[src/rtl/data_cache.sv]
// Direct-mapped, write-through, no-write-allocate data cache between the CPU load/store
// path and main memory. Line refills use a req/ack handshake while the CPU is stalled.
module data_cache #(
    parameter int ADDR_WIDTH     = 32,
    parameter int DATA_WIDTH     = 32,
    parameter int SETS           = 16,
    parameter int WORDS_PER_LINE = 4,
    parameter int CNT_WIDTH      = 32
) (
    input  logic                  clk,
    input  logic                  rst,
    input  logic                  cpu_req,
    input  logic                  cpu_we,
    input  logic [ADDR_WIDTH-1:0] cpu_addr,
    input  logic [DATA_WIDTH-1:0] cpu_wdata,
    output logic [DATA_WIDTH-1:0] cpu_rdata,
    output logic                  cpu_stall,
    input  logic                  flush,
    output logic                  mem_req,
    output logic                  mem_we,
    output logic [ADDR_WIDTH-1:0] mem_addr,
    output logic [DATA_WIDTH-1:0] mem_wdata,
    input  logic                  mem_ack,
    input  logic [DATA_WIDTH-1:0] mem_rdata,
    output logic [CNT_WIDTH-1:0]  hit_count,
    output logic [CNT_WIDTH-1:0]  miss_count
);

    localparam int OFF_W = $clog2(WORDS_PER_LINE);
    localparam int IDX_W = $clog2(SETS);
    localparam int TAG_W = ADDR_WIDTH - 2 - OFF_W - IDX_W;
    localparam logic [OFF_W-1:0] LAST_WORD = OFF_W'(WORDS_PER_LINE - 1);

    localparam logic [1:0] S_IDLE   = 2'd0;
    localparam logic [1:0] S_REFILL = 2'd1;
    localparam logic [1:0] S_WRITE  = 2'd2;

    logic [1:0]            state;
    logic [SETS-1:0]       valid;
    logic [TAG_W-1:0]      tag_mem  [SETS];
    logic [DATA_WIDTH-1:0] data_mem [SETS][WORDS_PER_LINE];
    logic [OFF_W-1:0]      word_cnt;
    logic [OFF_W-1:0]      next_cnt;

    logic [OFF_W-1:0] cpu_word;
    logic [IDX_W-1:0] cpu_idx;
    logic [TAG_W-1:0] cpu_tag;
    logic             hit;
    logic             load_hit;
    logic             load_miss;
    logic             store_req;
    logic             refill_ack;
    logic             write_done;
    logic             flush_ok;
    logic             unused_bits;

    function automatic logic [CNT_WIDTH-1:0] sat_inc(input logic [CNT_WIDTH-1:0] v);
        return (&v) ? v : v + {{(CNT_WIDTH-1){1'b0}}, 1'b1};
    endfunction

    assign cpu_word    = cpu_addr[2 +: OFF_W];
    assign cpu_idx     = cpu_addr[2 + OFF_W +: IDX_W];
    assign cpu_tag     = cpu_addr[ADDR_WIDTH-1 -: TAG_W];
    assign unused_bits = &{1'b0, cpu_addr[1:0]};
    assign next_cnt    = word_cnt + {{(OFF_W-1){1'b0}}, 1'b1};

    assign hit        = valid[cpu_idx] & (tag_mem[cpu_idx] == cpu_tag);
    assign load_hit   = (state == S_IDLE) & cpu_req & ~cpu_we & hit;
    assign load_miss  = (state == S_IDLE) & cpu_req & ~cpu_we & ~hit;
    assign store_req  = (state == S_IDLE) & cpu_req & cpu_we;
    assign refill_ack = (state == S_REFILL) & mem_req & mem_ack;
    assign write_done = (state == S_WRITE) & mem_req & mem_ack;

    // A store releases the CPU in its ack cycle so the held store is not replayed.
    assign cpu_stall = ~rst & cpu_req & ~load_hit & ~write_done;
    assign cpu_rdata = (~rst & load_hit) ? data_mem[cpu_idx][cpu_word] : '0;
    assign flush_ok  = (state == S_IDLE) & flush & ~cpu_stall;

    always_ff @(posedge clk) begin
        if (rst) begin
            state      <= S_IDLE;
            valid      <= '0;
            word_cnt   <= '0;
            mem_req    <= 1'b0;
            mem_we     <= 1'b0;
            mem_addr   <= '0;
            mem_wdata  <= '0;
            hit_count  <= '0;
            miss_count <= '0;
        end else begin
            case (state)
                S_IDLE: begin
                    if (flush_ok)
                        valid <= '0;
                    if (load_hit)
                        hit_count <= sat_inc(hit_count);
                    if (load_miss) begin
                        state      <= S_REFILL;
                        word_cnt   <= '0;
                        mem_req    <= 1'b1;
                        mem_we     <= 1'b0;
                        mem_addr   <= {cpu_tag, cpu_idx, {OFF_W{1'b0}}, 2'b00};
                        miss_count <= sat_inc(miss_count);
                    end else if (store_req) begin
                        state     <= S_WRITE;
                        mem_req   <= 1'b1;
                        mem_we    <= 1'b1;
                        mem_addr  <= {cpu_addr[ADDR_WIDTH-1:2], 2'b00};
                        mem_wdata <= cpu_wdata;
                    end
                end
                S_REFILL: begin
                    if (refill_ack) begin
                        if (word_cnt == LAST_WORD) begin
                            valid[cpu_idx] <= 1'b1;
                            state          <= S_IDLE;
                            mem_req        <= 1'b0;
                            word_cnt       <= '0;
                        end else begin
                            word_cnt <= next_cnt;
                            mem_addr <= {cpu_tag, cpu_idx, next_cnt, 2'b00};
                        end
                    end
                end
                S_WRITE: begin
                    if (write_done) begin
                        state   <= S_IDLE;
                        mem_req <= 1'b0;
                        mem_we  <= 1'b0;
                    end
                end
                default: state <= S_IDLE;
            endcase
        end
    end

    // Line storage: never reset, only made visible through valid.
    always_ff @(posedge clk) begin
        if (refill_ack)
            data_mem[cpu_idx][word_cnt] <= mem_rdata;
        if (refill_ack && word_cnt == LAST_WORD)
            tag_mem[cpu_idx] <= cpu_tag;
        if (write_done && hit)
            data_mem[cpu_idx][cpu_word] <= cpu_wdata;
    end

endmodule

[config.mk]
export PLATFORM = sky130hd
export DESIGN_NAME = data_cache
export DESIGN_NICKNAME = d
export VERILOG_FILES = /design/src/rtl/data_cache.sv
export SDC_FILE = /design/constraint.sdc
export NUM_CORES = 2
export LEC_CHECK = 0
export CAP_MARGIN = 30
export CELL_PAD_IN_SITES_DETAIL_PLACEMENT = 1
export CELL_PAD_IN_SITES_GLOBAL_PLACEMENT = 1
export CORE_ASPECT_RATIO = 1.5
export CORE_MARGIN = 1.5
export CORE_UTILIZATION = 60
export CTS_CLUSTER_DIAMETER = 100
export DETAILED_ROUTE_END_ITERATION = 8
export DONT_BUFFER_PORTS = 1
export GPL_TIMING_DRIVEN = 0
export PLACE_DENSITY_LB_ADDON = 0.1
export SYNTH_ARGS = -nofsm -noshare
export SYNTH_HDL_FRONTEND = slang
export SYNTH_SLANG_ARGS = --single-unit
[constraint.sdc]
create_clock -name clk -period 13.9 [get_ports clk]
set_input_delay 2.085 -clock clk [delete_from_list [all_inputs] [get_ports clk]]
set_output_delay 2.085 -clock clk [all_outputs]
set_load 0.005 [all_outputs]
### Word level (Yosys, flattened, before mapping)

Memory sizes are Yosys's and may differ from the RTL's.
Cells that the tools add are included.
W data, S select, Z words.

* register bits after elaboration: 150
* bits in writable memories: 2432
* bits of input ports: 102
* output and inout bits: 163
* word-level logic and storage cells: 380
* memories: 2

Memories
* data_mem: depth 16, bits a word 128, read ports 1, clocked after memory_dff 0, write ports 1, RTL line 41 `logic [DATA_WIDTH-1:0] data_mem [SETS][WORDS_PER_LINE];`
* tag_mem: depth 16, bits a word 24, read ports 1, clocked after memory_dff 0, write ports 1, RTL line 40 `logic [TAG_W-1:0] tag_mem [SETS];`

* add/subtract/negate cells: 3
* $lt $le $gt $ge: 6
* eq/ne operators: 11
* muxes and demuxes: 173
* bitwise gates (word level): 156
* reduce and logical (&&, ||, !) cells: 20

Operators with widths (count)
* $mux W32: 9
* $mux W128: 2
* $mux W1: 140
* $demux W32 S2: 2
* $or A1 B1 Y1: 128
* $add A32 B1 Y32 const B: 2
* $bmux W32 S2: 1
* $pmux W32 S2: 1
* $reduce_and A32 Y1: 2
* $mux W16: 3
* $pmux W16 S2: 1
* $eq A24 B24 Y1: 1
* $and A1 B1 Y1: 16
* $mux W2: 8
* $or A16 B16 Y16: 1
* $reduce_and A3 Y1: 5
* $reduce_and A4 Y1: 3
* $ne A2 B2 Y1 const B: 5
* $not A1 Y1: 9
* $ge A3 B3 Y1 const B: 2
* $lt A3 B1 Y1 const B: 2
* $not A2 Y3: 2
* $pmux W2 S3: 1
* $logic_and A1 B1 Y1: 5
* other kinds (16): 18

### Logic depth before layout (Yosys ltp)

* depth in word-level cells: 11
* mapped depth: 17
* depth with buffers taken out: 10

### Worst setup path before layout

No wires, ideal clock.

* path type: input to output
* start: in cpu_addr[4]
* end: out cpu_rdata[0]
* data arrival time: 5.378 ns
* required time: 11.815 ns
* setup slack: 6.437 ns
* stages on the path: 10
* path buffers: 6
* path through: buf_6 > buf_2 > buf_2 > buf_2 > buf_1 > buf_1 > mux4_2 > mux4_2 > mux4_2 > nor2b_1

* longest elaborated chain between the ends: 6

Ends and longest elaborated chain
* start, declared: RTL line 14 `input logic [ADDR_WIDTH-1:0] cpu_addr,`
* $mem_v2 Z16 W24 or $bmux W1 S4 (tied branches)
* $eq A24 B24 Y1 or $mux W1 (tied branches): RTL line 67 `assign hit = valid[cpu_idx] & (tag_mem[cpu_idx] == cpu_tag);`
* $and A1 B1 Y1: RTL line 67
* $and A1 B1 Y1: RTL line 68 `assign load_hit = (state == S_IDLE) & cpu_req & ~cpu_we & hit;`
* $and A1 B1 Y1: RTL line 76 `assign cpu_rdata = (~rst & load_hit) ? data_mem[cpu_idx][cpu_word] : '0;`
* $mux W32 (*): RTL line 76
* end, declared: RTL line 16 `output logic [DATA_WIDTH-1:0] cpu_rdata,`

Every way passes the cells marked *; elsewhere a longest branch is shown, timed or not. The select of a mux whose other input is x is not followed.

### Worst setup path after layout

* start: in cpu_addr[4]
* end: out cpu_rdata[24]

The elaborated chain is that of the path after synthesis.

==> flow_summary.toml <==
[run_status]
status = "finished clean"

[clocking]
h-tree-depth = 4
clock_latency_ns = 0.88
clk_pin_slew_ns = 0.07
cts_root_buffer = "clkbuf_16"
cts.path.max_buffers = 3
cts_resized = 0
cts_buffers = 221
cts_tree = "built"
hold_buffers = 0
clock-sinks = 2580
postCtsSetupBuffers = 0

[timing]
slew_viol_final = 0
hold_viol = 0
rsz0062_at_grt = "false"
setup_viol = 0
skew_ns = 0.04859
worstMarginPinSlew_ns = 1.192
fmax_mhz = 107.7
finalCritPeriodShare = 0.6678
min_period_ns = 9.282
setup_ws_ns = 4.618
timing.setup.tns_ns = 0
worst_slew_margin_rel = 0.2056
hold_ws_ns = 0.4666

[run]
drv_cap = 0

[finish]
seq_area_sq_mm = 0.07599
syn_to_final_growth_pct = 13.88
drive_above_1_share = 0.2806
multi_input_area_sq_mm = 0.02477
fin_nets = 5223
fillers = 13067

[routing]
wl_per_cell_microns = 42.94
drc = 0
drt_pass1_iterations = 6
ant_nets = 0
routed_wl_mm = 328.3
first_iter_violations = 7367
avgViaCountPerCell = 7.180
vias = 54901

[pwr]
switching_power_mw = 3.456
seqPwrFrac = 0.542
power_density_mw_per_mm2 = 136.4
irDropWorstVdd_mv = 0.1596
leakage_nw = 35.72
clockPowerShare = 0.398
p_int_mw = 12.28
pwr-share-comb = 0.060
netSwitchingFraction = 0.2196

[synth]
seq_area_frac_synth = 0.7498
synth_edf_count = 2432
yosysWarnings = 0
async_reset_ff_frac = 0
synthFlopType = "edfxtp_1"
synth_cell_types = 74
synth.area.top_cells = "edfxtp_1, mux4_2, dfxtp_1, mux2_2, mux2i_1"
synth_top_cell_by_area = "edfxtp_1"
synth_area_sq_mm = 0.1013
yosys.cell_count.top_type = "edfxtp_1"
netlist_top_cells_count = "edfxtp_1, mux4_2, nor2_1"
yosys.area.top_type_share = 0.7206
synth_seq_cells = 2580
synth_cells = 4709
synth_area_per_cell_sq_um = 21.52

[worst_setup_path]
cp_data_arrival_time_ns = 7.20
max_stage_delay_ns = 0.68
cp-start-kind = "input pin"
crit_fanout = 10
worstPathRequired_ns = 11.81
crit_chain = "buf_6 > buf_2 > buf_2 > buf_2 > buf_1 > buf_8 > clkbuf_1 > buf_8 > mux4_2 > mux4_2 > mux4_2 > nor2b_1"
crit_type = "in -> out"
end_kind = "output port"
worst_path_max_delay_cell = "buf_1"

[placement]
io_buffer_count = 0
post-place-ws_ns = 4.623
hpwl_mm = 220.4
gp_congestion = 0.9187

[global_routing]
grt_pass1_wl_mm = 448.6
first_global_vias = 56381
grt-ovfl-total = 0
grtUsageTotal = 0.3856
antenna_found_initial = 49
grt_start_max_net_pins = 24

[floorplan]
core_area_sq_mm = 0.1676
die_y_microns = 506.4
die_area_sq_mm = 0.1714
start_util = 0.6047
die_w_microns = 338.6
ios = 265
rows = 184

[min_path]
hold_path.class = "reg -> reg"
## logic make-up after synthesis
logic type	after synthesis	synth area share
flip-flops	2580	0.7498
AND/OR/NAND/NOR	554	0.02631
AO/OA/AOI/OAI	240	0.01493
other	1	0.00003700
adder cells (fa/ha/maj)	10	0.001235
XOR/XNOR	44	0.003802
buffers and inverters	285	0.01195
multiplexers	995	0.1919
## power by group through the flow
stage,sequential [mW],combinational (mW),clock [mW]
finish,8.53,0.944,6.27
global route,8.53,0.962,6.49
CTS,8.53,0.923,6.28
detailed placement,8.70,0.912,0
global placement,8.70,0.839,0
floorplan,8.69,0.521,0
## layer usage
| metal | vias up | wire, microns | track usage |
|---|---|---|---|
| li1 | 20653 | - | - |
| met1 | 28756 | 100600 | 0.4348 |
| met2 | 4342 | 160900 | 0.6255 |
| met3 | 1134 | 40980 | 0.1306 |
| met4 | 16 | 25690 | 0.2592 |
| met5 | - | 127 | 0.003889 |
## cell usage in the layout (no fill, tap or decap), drive strengths merged, types with 89 or more instances in the layout
cell type  instances
nor2             187
mux2i            115
a21oi             89
mux2             135
dfxtp            148
clkinv            99
diode            119
buf              293
mux4             745
edfxtp          2432
clkbuf           399
nand2            135
## path summary, 6_finish.rpt
check,start,slack (ns),cells after the start,endpoint
worst max register to register,tag_mem[14][22],7.29,13,data_mem[7][16]
worst min register to register,valid[0],0.47,1,valid[0]
worst max-delay path,cpu_addr[4],4.62,12,cpu_rdata[24]
worst min-delay path,valid[0],0.47,1,valid[0]
## layout make-up
cell class              count  share of cell area
flip-flops and latches   2580              0.6584
multi-input cells        1845              0.2146
clock buffers             258             0.05020
repair buffers            178             0.02735
well taps                2232             0.02420
clock inverters           149             0.01213
plain buffers             256            0.009594
diodes                    119            0.002580
inverters                  29           0.0009431
## worst max-delay path, delay by kind of cell
family                 cells  cell delay, ns
multiplexers               3            1.84
buffers and inverters      8            3.04
AND/OR/NAND/NOR            1            0.20
## per-stage QoR
step	utilization	cell area, sq um	total power, mW	std cells
6_report	0.6887	115400	15.74	7646
5_1_grt	0.6876	115200	15.98	7578
4_1_cts	0.6862	115000	15.73	7519
3_5_place_dp	0.6433	107800	9.607	7112
3_3_place_gp	0.6214	104100	9.534	6942
2_1_floorplan	-	101400	9.209	4710
## state kept, by name (all words and copies together), names as in the netlist
signal	flops
hit_count	32
mem_req	1
data_mem	2048
word_cnt	2
mem_we	1
valid	16
mem_addr	30
miss_count	32
mem_wdata	32
tag_mem	384
state	2
No activity file was read; power rests on OpenSTA's default activity.
